**src/rtl/enigma_key_stepper_if.sv**
```systemverilog
// Keystroke-in / rotor-beat-out bundle for the enigma key stepper.
// The slave modport is the stepper's view; the master modport is the driver's view.
interface enigma_key_stepper_if;
  logic        load;
  logic [4:0]  load_pos_1;
  logic [4:0]  load_pos_2;
  logic [4:0]  load_pos_3;
  logic        in_valid;
  logic        in_ready;
  logic [7:0]  in_char;
  logic        out_valid;
  logic        out_ready;
  logic [4:0]  out_char;
  logic [4:0]  out_pos_1;
  logic [4:0]  out_pos_2;
  logic [4:0]  out_pos_3;
  logic        bad_char;
  logic [15:0] key_count;

  modport slave (
    input  load, load_pos_1, load_pos_2, load_pos_3,
    input  in_valid, in_char, out_ready,
    output in_ready, out_valid, out_char, out_pos_1, out_pos_2, out_pos_3,
    output bad_char, key_count
  );

  modport master (
    output load, load_pos_1, load_pos_2, load_pos_3,
    output in_valid, in_char, out_ready,
    input  in_ready, out_valid, out_char, out_pos_1, out_pos_2, out_pos_3,
    input  bad_char, key_count
  );
endinterface

```
**src/rtl/enigma_key_stepper.sv**
```systemverilog
// Enigma key stepper: maps ASCII letters to indices, steps the three rotors
// (with optional double-step anomaly) and presents one registered beat per letter.
module enigma_key_stepper #(
  parameter int unsigned NOTCH_1     = 16,
  parameter int unsigned NOTCH_2     = 4,
  parameter bit          DOUBLE_STEP = 1'b1
) (
  input  logic                 clk,
  input  logic                 rst_n,
  enigma_key_stepper_if.slave  kif
);

  localparam logic [4:0] N1 = 5'(NOTCH_1);
  localparam logic [4:0] N2 = 5'(NOTCH_2);

  function automatic logic [4:0] inc26(input logic [4:0] p);
    return (p == 5'd25) ? 5'd0 : p + 5'd1;
  endfunction

  // Out-of-range load values fold back once (26..31 -> 0..5).
  function automatic logic [4:0] norm26(input logic [4:0] p);
    return (p >= 5'd26) ? p - 5'd26 : p;
  endfunction

  logic [4:0]  pos_1_q, pos_2_q, pos_3_q;
  logic [4:0]  pos_1_d, pos_2_d, pos_3_d;
  logic        out_valid_q;
  logic [4:0]  out_char_q, out_pos_1_q, out_pos_2_q, out_pos_3_q;
  logic        bad_char_q;
  logic [15:0] key_count_q;

  logic        accept;
  logic        is_upper, is_lower, is_letter;
  logic [4:0]  idx;
  logic        step2, step3;

  // Ready is held low in reset and during load; single output register, no skid.
  assign kif.in_ready = rst_n && !kif.load && (!out_valid_q || kif.out_ready);
  assign accept       = kif.in_valid && kif.in_ready;

  assign is_upper  = (kif.in_char >= 8'h41) && (kif.in_char <= 8'h5A);
  assign is_lower  = (kif.in_char >= 8'h61) && (kif.in_char <= 8'h7A);
  assign is_letter = is_upper || is_lower;
  assign idx       = is_upper ? 5'(kif.in_char - 8'h41) : 5'(kif.in_char - 8'h61);

  // Stepping decisions use the pre-step positions; the machine steps before contact.
  always_comb begin
    step2   = (pos_1_q == N1) || (DOUBLE_STEP && (pos_2_q == N2));
    step3   = (pos_2_q == N2);
    pos_1_d = inc26(pos_1_q);
    pos_2_d = step2 ? inc26(pos_2_q) : pos_2_q;
    pos_3_d = step3 ? inc26(pos_3_q) : pos_3_q;
  end

  // Rotor positions and letter counter.
  always_ff @(posedge clk or negedge rst_n) begin
    if (!rst_n) begin
      pos_1_q     <= '0;
      pos_2_q     <= '0;
      pos_3_q     <= '0;
      key_count_q <= '0;
    end else if (kif.load) begin
      pos_1_q     <= norm26(kif.load_pos_1);
      pos_2_q     <= norm26(kif.load_pos_2);
      pos_3_q     <= norm26(kif.load_pos_3);
      key_count_q <= '0;
    end else if (accept && is_letter) begin
      pos_1_q     <= pos_1_d;
      pos_2_q     <= pos_2_d;
      pos_3_q     <= pos_3_d;
      key_count_q <= key_count_q + 16'd1;
    end
  end

  // Output beat register: loads on a letter, clears on handshake, else holds.
  always_ff @(posedge clk or negedge rst_n) begin
    if (!rst_n) begin
      out_valid_q <= 1'b0;
      out_char_q  <= '0;
      out_pos_1_q <= '0;
      out_pos_2_q <= '0;
      out_pos_3_q <= '0;
    end else if (accept && is_letter) begin
      out_valid_q <= 1'b1;
      out_char_q  <= idx;
      out_pos_1_q <= pos_1_d;
      out_pos_2_q <= pos_2_d;
      out_pos_3_q <= pos_3_d;
    end else if (kif.out_ready) begin
      out_valid_q <= 1'b0;
    end
  end

  // One-cycle flag for a consumed non-letter byte.
  always_ff @(posedge clk or negedge rst_n) begin
    if (!rst_n) bad_char_q <= 1'b0;
    else        bad_char_q <= accept && !is_letter;
  end

  assign kif.out_valid = out_valid_q;
  assign kif.out_char  = out_char_q;
  assign kif.out_pos_1 = out_pos_1_q;
  assign kif.out_pos_2 = out_pos_2_q;
  assign kif.out_pos_3 = out_pos_3_q;
  assign kif.bad_char  = bad_char_q;
  assign kif.key_count = key_count_q;

endmodule

```
**src/flat_wrapper.sv**
```systemverilog
// flat-port wrapper written by rule: the top's interface ports become plain ports
module enigma_key_stepper_flat 
#(
  parameter int unsigned NOTCH_1     = 16,
  parameter int unsigned NOTCH_2     = 4,
  parameter bit          DOUBLE_STEP = 1'b1
)
  (clk, rst_n, kif_load, kif_load_pos_1, kif_load_pos_2, kif_load_pos_3, kif_in_valid, kif_in_char, kif_out_ready, kif_in_ready, kif_out_valid, kif_out_char, kif_out_pos_1, kif_out_pos_2, kif_out_pos_3, kif_bad_char, kif_key_count);
  enigma_key_stepper_if kif_i ();
  input  logic clk;
  input  logic rst_n;
  input wire logic [$bits(kif_i.load)-1:0] kif_load;
  input wire logic [$bits(kif_i.load_pos_1)-1:0] kif_load_pos_1;
  input wire logic [$bits(kif_i.load_pos_2)-1:0] kif_load_pos_2;
  input wire logic [$bits(kif_i.load_pos_3)-1:0] kif_load_pos_3;
  input wire logic [$bits(kif_i.in_valid)-1:0] kif_in_valid;
  input wire logic [$bits(kif_i.in_char)-1:0] kif_in_char;
  input wire logic [$bits(kif_i.out_ready)-1:0] kif_out_ready;
  output wire logic [$bits(kif_i.in_ready)-1:0] kif_in_ready;
  output wire logic [$bits(kif_i.out_valid)-1:0] kif_out_valid;
  output wire logic [$bits(kif_i.out_char)-1:0] kif_out_char;
  output wire logic [$bits(kif_i.out_pos_1)-1:0] kif_out_pos_1;
  output wire logic [$bits(kif_i.out_pos_2)-1:0] kif_out_pos_2;
  output wire logic [$bits(kif_i.out_pos_3)-1:0] kif_out_pos_3;
  output wire logic [$bits(kif_i.bad_char)-1:0] kif_bad_char;
  output wire logic [$bits(kif_i.key_count)-1:0] kif_key_count;
  assign kif_i.load = kif_load;
  assign kif_i.load_pos_1 = kif_load_pos_1;
  assign kif_i.load_pos_2 = kif_load_pos_2;
  assign kif_i.load_pos_3 = kif_load_pos_3;
  assign kif_i.in_valid = kif_in_valid;
  assign kif_i.in_char = kif_in_char;
  assign kif_i.out_ready = kif_out_ready;
  assign kif_in_ready = kif_i.in_ready;
  assign kif_out_valid = kif_i.out_valid;
  assign kif_out_char = kif_i.out_char;
  assign kif_out_pos_1 = kif_i.out_pos_1;
  assign kif_out_pos_2 = kif_i.out_pos_2;
  assign kif_out_pos_3 = kif_i.out_pos_3;
  assign kif_bad_char = kif_i.bad_char;
  assign kif_key_count = kif_i.key_count;
  enigma_key_stepper #(.NOTCH_1(NOTCH_1), .NOTCH_2(NOTCH_2), .DOUBLE_STEP(DOUBLE_STEP)) u_core (.clk(clk), .rst_n(rst_n), .kif(kif_i));
endmodule
```
**config.mk**
```make
export PLATFORM = sky130hd
export DESIGN_NAME = enigma_key_stepper_flat
export DESIGN_NICKNAME = d
export VERILOG_FILES = /design/src/rtl/enigma_key_stepper_if.sv /design/src/rtl/enigma_key_stepper.sv /design/src/flat_wrapper.sv
export SDC_FILE = /design/constraint.sdc
export NUM_CORES = 1
export LEC_CHECK = 0
export CAP_MARGIN = 0
export CORE_ASPECT_RATIO = 0.75
export CORE_UTILIZATION = 30
export DETAILED_ROUTE_END_ITERATION = 6
export PLACE_DENSITY = 0.51
export SYNTH_ARGS = -nofsm -noshare
export SYNTH_HDL_FRONTEND = slang
export SYNTH_SLANG_ARGS = --single-unit
```
**constraint.sdc**
```tcl
create_clock -name clk -period 3.3 [get_ports clk]
set_clock_uncertainty 0.15 [all_clocks]
set_input_delay 0.66 -clock clk [delete_from_list [all_inputs] [get_ports clk]]
set_output_delay 0.66 -clock clk [all_outputs]
set_load 0.05 [all_outputs]
```
==> qor.csv <==
metric;value;unit
h-tree-depth;2;
syn_avg_cell_area;9.00;um^2
grt_start_max_net_pins;54;
critPathArrivalTime;3.09;ns
holdPathEnd;u_core.kif.out_pos_3[4];
fill_cells;994;
rr_endpoint;u_core.pos_2_q[3];
antenna_found_initial;0;
post-route-drc-count;0;
worstSetupStartpointType;input pin;
synthToLayoutAreaGrowth;33.2;%
track_usage;14.9;%
clock_latency;0.29;ns
r2r_start;u_core.pos_2_q[0];
post-cts-setup-buffers;0;
numPortBuffers;66;
first_global_vias;2613;
final_nets;462;
cts_made_buffers;5;
first_iter_violations;133;
stdcell_area;0.00416;mm^2
die_w;120;um
ys_seq_area_share;42.5;%
worstMarginPinSlew;0.689;ns
die_y;90.4;um
drt_wl_total;7.87;mm
antenna_cells;0;
start_util;31.6;%
syn-num-nets;390;
routed_via_density;5.15;
path_class;input pin to flop;
fmax;330;MHz
clk_pin_slew;0.07;ns
cts_max_path_buffers;2;
setup_violations;0;
slew_headroom;54.1;%
drtPass1Iterations;4;
cts_resized;0;
die_area;0.0108;mm^2
ys_ff_latch;53;
period_share;91.8;%
rows;31;
end_kind;flop;
outcome;finished clean;
powerDensity;474;mW/mm^2
hold_buffers;0;
grt_overflow_total;0;
placed_cell_area;0.00400;mm^2
antenna_left;0;
synth_edf_count;0;
period_needed;3.03;ns
slew_violations;0;
yosysWarnings;0;
setup_tns;0;ns
rsz0062_at_grt;no;
io_pins;67;
core-area;0.00989;mm^2
hp-class;flop to flop;
cts_tree;done;
reg2reg_slack;1.14;ns
p_total;1.97;mW
cts.sinks;53;
wire_per_inst;14.3;um
async_reset_ff_share;100;%
final_cell_mix;64 x clkdlybuf4s50_1, 53 x dfrtp_1, 40 x nand2_1;
hpwl;5.70;mm
cp_max_fo;20;
mappedNetlistArea;0.00312;mm^2
grt_pass1_wl;13.0;mm
num_vias;2843;
leakagePower;1.76;nW
synth_flop_cell;dfrtp_1;
place_congestion;0.831;
min_path_cells;2;
ir_worst_vdd;0.000241;V
mostFrequentLayoutCell;clkdlybuf4s50_1;
netlist_instances;347;
clock-root-buffer;clkbuf_16;
ys_types;51;
reg2regPathDepth;7;
crit_required;3.36;ns
hold_start;u_core.kif.out_pos_3[4];
hold_viol;0;
layout-drive-gt1-share;6.67;%
maxCapViolations;0;
-- state kept, by name, indices dropped and copies added (netlist names) --
name / flops
u_core.kif.bad_char: 1
u_core.kif.key_count: 16
u_core.kif.out_char: 5
u_core.kif.out_pos_1: 5
u_core.kif.out_pos_2: 5
u_core.kif.out_pos_3: 5
u_core.kif.out_valid: 1
u_core.pos_1_q: 5
u_core.pos_2_q: 5
u_core.pos_3_q: 5
-- worst max-delay path by stage --
| stage | from | endpoint | slack (ns) | cells past startpoint |
|---|---|---|---|---|
| after CTS | kif_in_char[1] | u_core.kif.key_count[15] | 0.27 | 8 |
| after detailed placement | kif_in_char[1] | u_core.kif.key_count[15] | -0.03 | 8 |
| after global routing | kif_in_char[1] | u_core.kif.key_count[14] | 0.13 | 8 |
| after floorplan | kif_in_char[0] | u_core.kif.key_count[10] | 0.64 | 8 |
| final | kif_in_char[1] | u_core.kif.key_count[15] | 0.27 | 8 |
| after global placement | kif_in_char[1] | u_core.kif.key_count[11] | 0.05 | 8 |
-- logic make-up after synthesis --
family          Yosys count  synth area share (%)
compound gates           97                  20.0
xor+xnor                  7                  1.96
fa+ha+maj                15                  6.01
buf+inv                  34                  4.49
flops                    53                  42.5
simple gates            141                  25.1
-- layout make-up --
class	instances	area, um^2	share of cell area, %
clock buffer	7	153	3.67
timing repair buffer	78	768	18.5
multi-input combinational	260	1660	40.0
tap	132	165	3.97
sequential	53	1330	31.9
inverter	21	78.8	1.89
clock inverter	1	5.00	0.120
-- layer usage --
layer | wire [um] | up-vias | track usage [%]
met1 | 4100 | 1348 | 22.1
met4 | 34 | 0 | 2.50
met2 | 3400 | 57 | 22.4
met3 | 338 | 5 | 3.16
li1 | - | 1433 | -
met5 | 0 | - | 0
-- stage by stage --
step	setup WS (ns)	util, %	hold slack, ns	cells
2_1_floorplan	0.636	-	0.214	347
3_3_place_gp	0.0485	40.5	0.310	544
3_5_place_dp	-0.0329	40.5	0.315	544
4_1_cts	0.270	42.1	0.332	552
5_1_grt	0.131	42.1	0.358	552
6_report	0.272	42.1	0.322	552
-- cell usage after synthesis, drive strengths merged, types with 6 or more instances --
cell	count	area (um^2)
a21oi	22	110
a31oi	6	37.5
clkbuf	8	30.0
dfrtp	53	1330
ha	15	188
inv	21	78.8
nand2	40	150
nand3	17	85.1
nand4	9	56.3
nor2	13	48.8
nor3	6	30.0
o21ai	29	145
o31ai	13	97.6
or3	8	50.1
or4	12	93.8
-- where the power goes --
part           total [mW]  internal (mW)  switching [mW]
Sequential          0.801          0.733          0.0679
Clock               0.556          0.322           0.234
Combinational       0.614          0.229           0.385
Total                1.97           1.28           0.687
-- critical path: stages --
cell	delay, ns
clkdlybuf4s50_1	0.52
inv_1	0.08
ha_1	0.20
or3b_1	0.21
nor3_1	0.07
or4_4	0.67
or4_1	0.53
a21oi_1	0.15
Power figures use the tool's default switching activity.
